--- src/rtl/router_fifo_if.sv ---
// Handshake/data bundle between a router sync stage / output port and one
// router_fifo instance.
//   write_enb : write request into the FIFO
//   read_enb  : read request from the output port
//   lfd_state : tags the byte being written as a packet header
//   data_in   : write data
//   data_out  : registered read data
//   full      : FIFO full
//   empty     : FIFO empty
// master = requester side (sync stage / output port), slave = the FIFO.
interface router_fifo_if #(
  parameter int WIDTH = 8
);
  logic             write_enb;
  logic             read_enb;
  logic             lfd_state;
  logic [WIDTH-1:0] data_in;
  logic [WIDTH-1:0] data_out;
  logic             full;
  logic             empty;

  modport master (
    output write_enb, read_enb, lfd_state, data_in,
    input  data_out, full, empty
  );

  modport slave (
    input  write_enb, read_enb, lfd_state, data_in,
    output data_out, full, empty
  );
endinterface

--- src/rtl/router_fifo.sv ---
// Router packet FIFO. Each entry holds a data byte plus a header tag
// (lfd_state at write time). Reading a tagged entry loads a packet counter
// with the packet's remaining length (payload + parity); data_out is zeroed
// on idle cycles once the packet is complete.
// Ports:
//   clock      : sole clock, rising edge
//   reset      : synchronous, active-high
//   soft_reset : synchronous flush, overrides reads and writes
//   bus        : router_fifo_if.slave (write_enb, read_enb, lfd_state,
//                data_in, data_out, full, empty)
//   err        : sticky overflow/underflow flag, only when the macro
//                ROUTER_FIFO_ERR_EN is defined (absent otherwise)
module router_fifo #(
  parameter int DEPTH = 16,
  parameter int WIDTH = 8
) (
  input  logic         clock,
  input  logic         reset,
  input  logic         soft_reset,
  router_fifo_if.slave bus
`ifdef ROUTER_FIFO_ERR_EN
  ,
  output logic         err
`endif
);

  localparam int AW = $clog2(DEPTH);

  typedef logic [AW:0] ptr_t;

  // Header byte bits [WIDTH-1:2] carry the payload length; +1 covers parity.
  function automatic logic [6:0] hdr_len(input logic [WIDTH-1:0] d);
    return 7'(d[WIDTH-1:2]) + 7'd1;
  endfunction

  logic [WIDTH:0]   mem_q [DEPTH];
  ptr_t             wr_ptr_q, wr_ptr_d;
  ptr_t             rd_ptr_q, rd_ptr_d;
  logic [6:0]       pkt_cnt_q, pkt_cnt_d;
  logic [WIDTH-1:0] data_out_q, data_out_d;
  logic             full, empty;
  logic             wr_acc, rd_acc;
  logic [WIDTH:0]   rd_ent;

  // Extra pointer MSB distinguishes full from empty when low bits match.
  assign empty  = (wr_ptr_q == rd_ptr_q);
  assign full   = (wr_ptr_q[AW-1:0] == rd_ptr_q[AW-1:0]) &&
                  (wr_ptr_q[AW] != rd_ptr_q[AW]);
  assign wr_acc = bus.write_enb && !full;
  assign rd_acc = bus.read_enb && !empty;
  assign rd_ent = mem_q[rd_ptr_q[AW-1:0]];

  assign bus.full     = full;
  assign bus.empty    = empty;
  assign bus.data_out = data_out_q;

  always_comb begin
    wr_ptr_d   = wr_ptr_q;
    rd_ptr_d   = rd_ptr_q;
    pkt_cnt_d  = pkt_cnt_q;
    data_out_d = data_out_q;
    if (soft_reset) begin
      wr_ptr_d   = '0;
      rd_ptr_d   = '0;
      pkt_cnt_d  = '0;
      data_out_d = '0;
    end else begin
      if (wr_acc) begin
        wr_ptr_d = wr_ptr_q + ptr_t'(1);
      end
      if (rd_acc) begin
        rd_ptr_d   = rd_ptr_q + ptr_t'(1);
        data_out_d = rd_ent[WIDTH-1:0];
        if (rd_ent[WIDTH]) begin
          pkt_cnt_d = hdr_len(rd_ent[WIDTH-1:0]);
        end else if (pkt_cnt_q != 7'd0) begin
          pkt_cnt_d = pkt_cnt_q - 7'd1;
        end
      end else if (pkt_cnt_q == 7'd0) begin
        // Packet finished and no read: drive the idle value.
        data_out_d = '0;
      end
    end
  end

  always_ff @(posedge clock) begin
    if (reset) begin
      wr_ptr_q   <= '0;
      rd_ptr_q   <= '0;
      pkt_cnt_q  <= '0;
      data_out_q <= '0;
    end else begin
      wr_ptr_q   <= wr_ptr_d;
      rd_ptr_q   <= rd_ptr_d;
      pkt_cnt_q  <= pkt_cnt_d;
      data_out_q <= data_out_d;
    end
  end

  // Storage is not reset; a flush only moves the pointers.
  always_ff @(posedge clock) begin
    if (wr_acc) begin
      mem_q[wr_ptr_q[AW-1:0]] <= {bus.lfd_state, bus.data_in};
    end
  end

`ifdef ROUTER_FIFO_ERR_EN
  logic err_q, err_d;

  always_comb begin
    err_d = err_q;
    if (soft_reset) begin
      err_d = 1'b0;
    end else if ((bus.write_enb && full) || (bus.read_enb && empty)) begin
      err_d = 1'b1;
    end
  end

  always_ff @(posedge clock) begin
    if (reset) begin
      err_q <= 1'b0;
    end else begin
      err_q <= err_d;
    end
  end

  assign err = err_q;
`endif

endmodule

--- src/flat_wrapper.sv ---
// flat-port wrapper written by rule: the top's interface ports become plain ports
module router_fifo_flat 
#(
  parameter int DEPTH = 16,
  parameter int WIDTH = 8
)
  (clock, reset, soft_reset, bus_write_enb, bus_read_enb, bus_lfd_state, bus_data_in, bus_data_out, bus_full, bus_empty);
  router_fifo_if #(.WIDTH(WIDTH)) bus_i ();
  input  logic clock;
  input  logic reset;
  input  logic soft_reset;
  input wire logic [$bits(bus_i.write_enb)-1:0] bus_write_enb;
  input wire logic [$bits(bus_i.read_enb)-1:0] bus_read_enb;
  input wire logic [$bits(bus_i.lfd_state)-1:0] bus_lfd_state;
  input wire logic [$bits(bus_i.data_in)-1:0] bus_data_in;
  output wire logic [$bits(bus_i.data_out)-1:0] bus_data_out;
  output wire logic [$bits(bus_i.full)-1:0] bus_full;
  output wire logic [$bits(bus_i.empty)-1:0] bus_empty;
  assign bus_i.write_enb = bus_write_enb;
  assign bus_i.read_enb = bus_read_enb;
  assign bus_i.lfd_state = bus_lfd_state;
  assign bus_i.data_in = bus_data_in;
  assign bus_data_out = bus_i.data_out;
  assign bus_full = bus_i.full;
  assign bus_empty = bus_i.empty;
  router_fifo #(.DEPTH(DEPTH), .WIDTH(WIDTH)) u_core (.clock(clock), .reset(reset), .soft_reset(soft_reset), .bus(bus_i));
endmodule
--- config.mk ---
export PLATFORM = sky130hd
export DESIGN_NAME = router_fifo_flat
export DESIGN_NICKNAME = d
export VERILOG_FILES = /design/src/rtl/router_fifo_if.sv /design/src/rtl/router_fifo.sv /design/src/flat_wrapper.sv
export SDC_FILE = /design/constraint.sdc
export NUM_CORES = 1
export LEC_CHECK = 0
export BUFFER_PORTS_ARGS = -buffer_cell sky130_fd_sc_hd__clkbuf_2
export CORE_ASPECT_RATIO = 0.7
export CORE_MARGIN = 2
export CORE_UTILIZATION = 30
export CTS_BUF_LIST = sky130_fd_sc_hd__clkbuf_4
export DETAILED_ROUTE_END_ITERATION = 10
export SYNTH_ARGS = -nofsm -noshare
export SYNTH_HDL_FRONTEND = slang
export SYNTH_SLANG_ARGS = --single-unit
--- constraint.sdc ---
create_clock -name clock -period 2.93 [get_ports clock]
set_clock_uncertainty 0.2 [all_clocks]
set_input_delay 0.1465 -clock clock [delete_from_list [all_inputs] [get_ports clock]]
set_output_delay 0.1465 -clock clock [all_outputs]
set_load 0.02 [all_outputs]
==> impl_metrics.tcl <==
set metrics [dict create \
    fin_crit_ns 2.77 \
    synth_edf_count 144 \
    tightest_slew_ns 0.681 \
    outcome "finished clean" \
    drc 0 \
    syn-num-nets 429 \
    wl_per_cell_um 18.8 \
    vias_per_cell 4.91 \
    syn_area_sq_um 7030 \
    gr-total-overflow 0 \
    cpPeakStageDelay_ns 0.60 \
    dieArea_sq_um 24700 \
    synth_top_area_cell "edfxtp_1" \
    tns_ns 0 \
    ys_top_cells_by_area "edfxtp_1 61%, dfxtp_1 8.3%, mux4_2 7.7%" \
    clk_latency_ns 0.57 \
    rsz0062_at_grt "false" \
    clk_pin_slew_ns 0.17 \
    clock_sinks 173 \
    syn-mean-instance-area_sq_um 17.2 \
    vias 3907 \
    cts-buffers-inserted 17 \
    cellPowerDensity_nw_per_um2 537 \
    worstHoldStart "u_core.bus.data_out[2]" \
    whs_endpoint "u_core.bus.data_out[2]" \
    path_class "flop to flop" \
    p_leak_nw 2.58 \
    root_buffer "clkbuf_4" \
    track_usage_pct 12.6 \
    hp-class "flop to flop" \
    clockBufferDepth 2 \
    place.detailed.hpwl_mm 9.92 \
    period_share_pct 94.7 \
    syn2layout_area_growth_pct 14.8 \
    rrSetupSlack_ns 0.16 \
    final_cell_mix "144 x edfxtp_1, 31 x nor2_1, 28 x dfxtp_1" \
    finalSetupViolCount 0 \
    die_w_um 187 \
    core_area_sq_um 22800 \
    cp.required_ns 3.21 \
    slew_violations 0 \
    irDropWorstVdd_uv 276 \
    ant_nets 0 \
    antenna_found_initial 1 \
    r2r-end "u_core.bus.data_out[6]" \
    drt-initial-drc-count 368 \
    critPathMaxFanout 14 \
    yosysWarnings 0 \
    drive_above_1_share_pct 24.1 \
    fp-row-count 46 \
    io_pins 24 \
    h-tree-depth 4 \
    crit_slowest_cell "mux4_1" \
    place_congestion 0.821 \
    fmax_ghz 0.361 \
    yosys.area.top_type_share_pct 61.5 \
    drv_cap 0 \
    grt_pass1_vias 3889 \
    synth_seq_cells 173 \
    maxSlewHeadroom_pct 54.3 \
    syn-instance-count 408 \
    portBuffers 23 \
    cts_resized 0 \
    start_util_pct 30.8 \
    crit_arrival_ns 3.05 \
    hold_violations 0 \
    layout_commonest_cell "edfxtp_1" \
    grt_max_degree 37 \
    ys.flop_type "edfxtp_1" \
    seq_area_frac_synth_pct 69.8 \
    synth_cell_types 45 \
    endpoint_kind "flop" \
    cts_tree "done" \
    nNetsFinal 490 \
    worstRegToRegCells 6 \
    power_mw 4.34 \
    routed_wl_mm 14.9 \
    die_h_um 132 \
    grt_pass1_wl_mm 23.1 \
    whs_path_depth 2 \
    first_pass_iters 7 \
    worstPathCellList "buf_12 > mux4_1 > mux4_2 > nand2_1 > a21oi_1 > dlygate4sd3_1" \
    synthArstFlopShare_pct 0 \
    startpoint_type "flop" \
]
cells in the mapped netlist, drive strengths merged (3+ instances only):
library cell and instances:
edfxtp 144, mux4 39, nor2 31, dfxtp 29, nand2 29, a21oi 18
buf 14, a22oi 12, nand3 12, xnor2 10, nor3 8, clkbuf 7
ha 7, o21ai 7, xor2 7, inv 4, nand4 4, or3 4
nand2b 3
state kept, by name, indices dropped and copies added, names as in the netlist, named ones only:
register	count
u_core.mem_q	144
u_core.bus.data_out	8
u_core.pkt_cnt_q	7
u_core.rd_ptr_q	5
u_core.wr_ptr_q	5
cells by family (layout without fill, tap and decap cells):
| kind of cell | Yosys count | after routing | synth area share (%) |
|---|---|---|---|
| AOI/OAI and AO/OA | 48 | 48 | 4.77 |
| xor gates and xnor gates | 17 | 17 | 2.12 |
| adders and majority gates | 7 | 7 | 1.25 |
| buffers and inverters | 25 | 99 | 2.31 |
| DFF | 173 | 173 | 69.8 |
| muxes | 40 | 40 | 13.4 |
| other | 0 | 1 | 0 |
| and+or+nand+nor | 98 | 98 | 6.37 |
critical path: cells and delay by family, from the launching register on:
family                 cells  cell delay (ns)
AND/OR/NAND/NOR            1             0.10
buffers and inverters      2             0.74
AO/OA/AOI/OAI              1             0.06
flip-flops                 1             0.41
multiplexers               2             1.15
routing by layer:
metal	track usage (%)	vias up	wire length, um	part of all wire [%]
met1	18.1	2039	7230	48
met4	3.13	0	125	0.84
met3	3.70	14	845	5.7
li1	-	1737	-	-
met5	0	-	0	0
met2	18.7	117	6740	45
cell type report:
type                       instances  area [sq um]
fill                            2172         14800
sequential                       173          4910
multi-input combinational        210          1960
timing repair buffer              63           490
tap                              312           390
clock inverter                    15           176
clock buffer                      17           128
inverter                           4          15.0
antenna                            1          2.50
power by group:
part / internal (mW) / switching [mW]
combinational: 0.0793 / 0.125
sequential: 2.68 / 0.00802
clock: 0.570 / 0.878
worst max-delay path by stage:
stage | from | to | slack [ns] | cells after the start
finish | flop | u_core.bus.data_out[6] | 0.16 | 6
global placement | flop | u_core.pkt_cnt_q[2] | 0.37 | 8
global route | flop | u_core.bus.data_out[6] | 0.06 | 6
CTS | flop | u_core.bus.data_out[6] | 0.16 | 6
floorplan | flop | u_core.pkt_cnt_q[2] | 0.51 | 9
detailed placement | flop | u_core.pkt_cnt_q[2] | 0.34 | 8
timing repair:
action | CTS | global route
hold endpoints to repair | 164 | 0
hold buffers | 15 | 0
setup buffers | 0 | 0
per-stage QoR:
step,hold WS [ns],cell area [sq um],utilization (%),cells,setup slack [ns]
floorplan,0.0454,7030,-,408,0.515
global placement,0.259,7620,33.3,747,0.367
detailed placement,0.260,7620,33.3,747,0.339
CTS,0.281,8070,35.3,794,0.156
global route,0.310,8070,35.3,795,0.0581
finish,0.281,8070,35.3,795,0.157
Note: power is estimated with default switching activity, not from simulation.
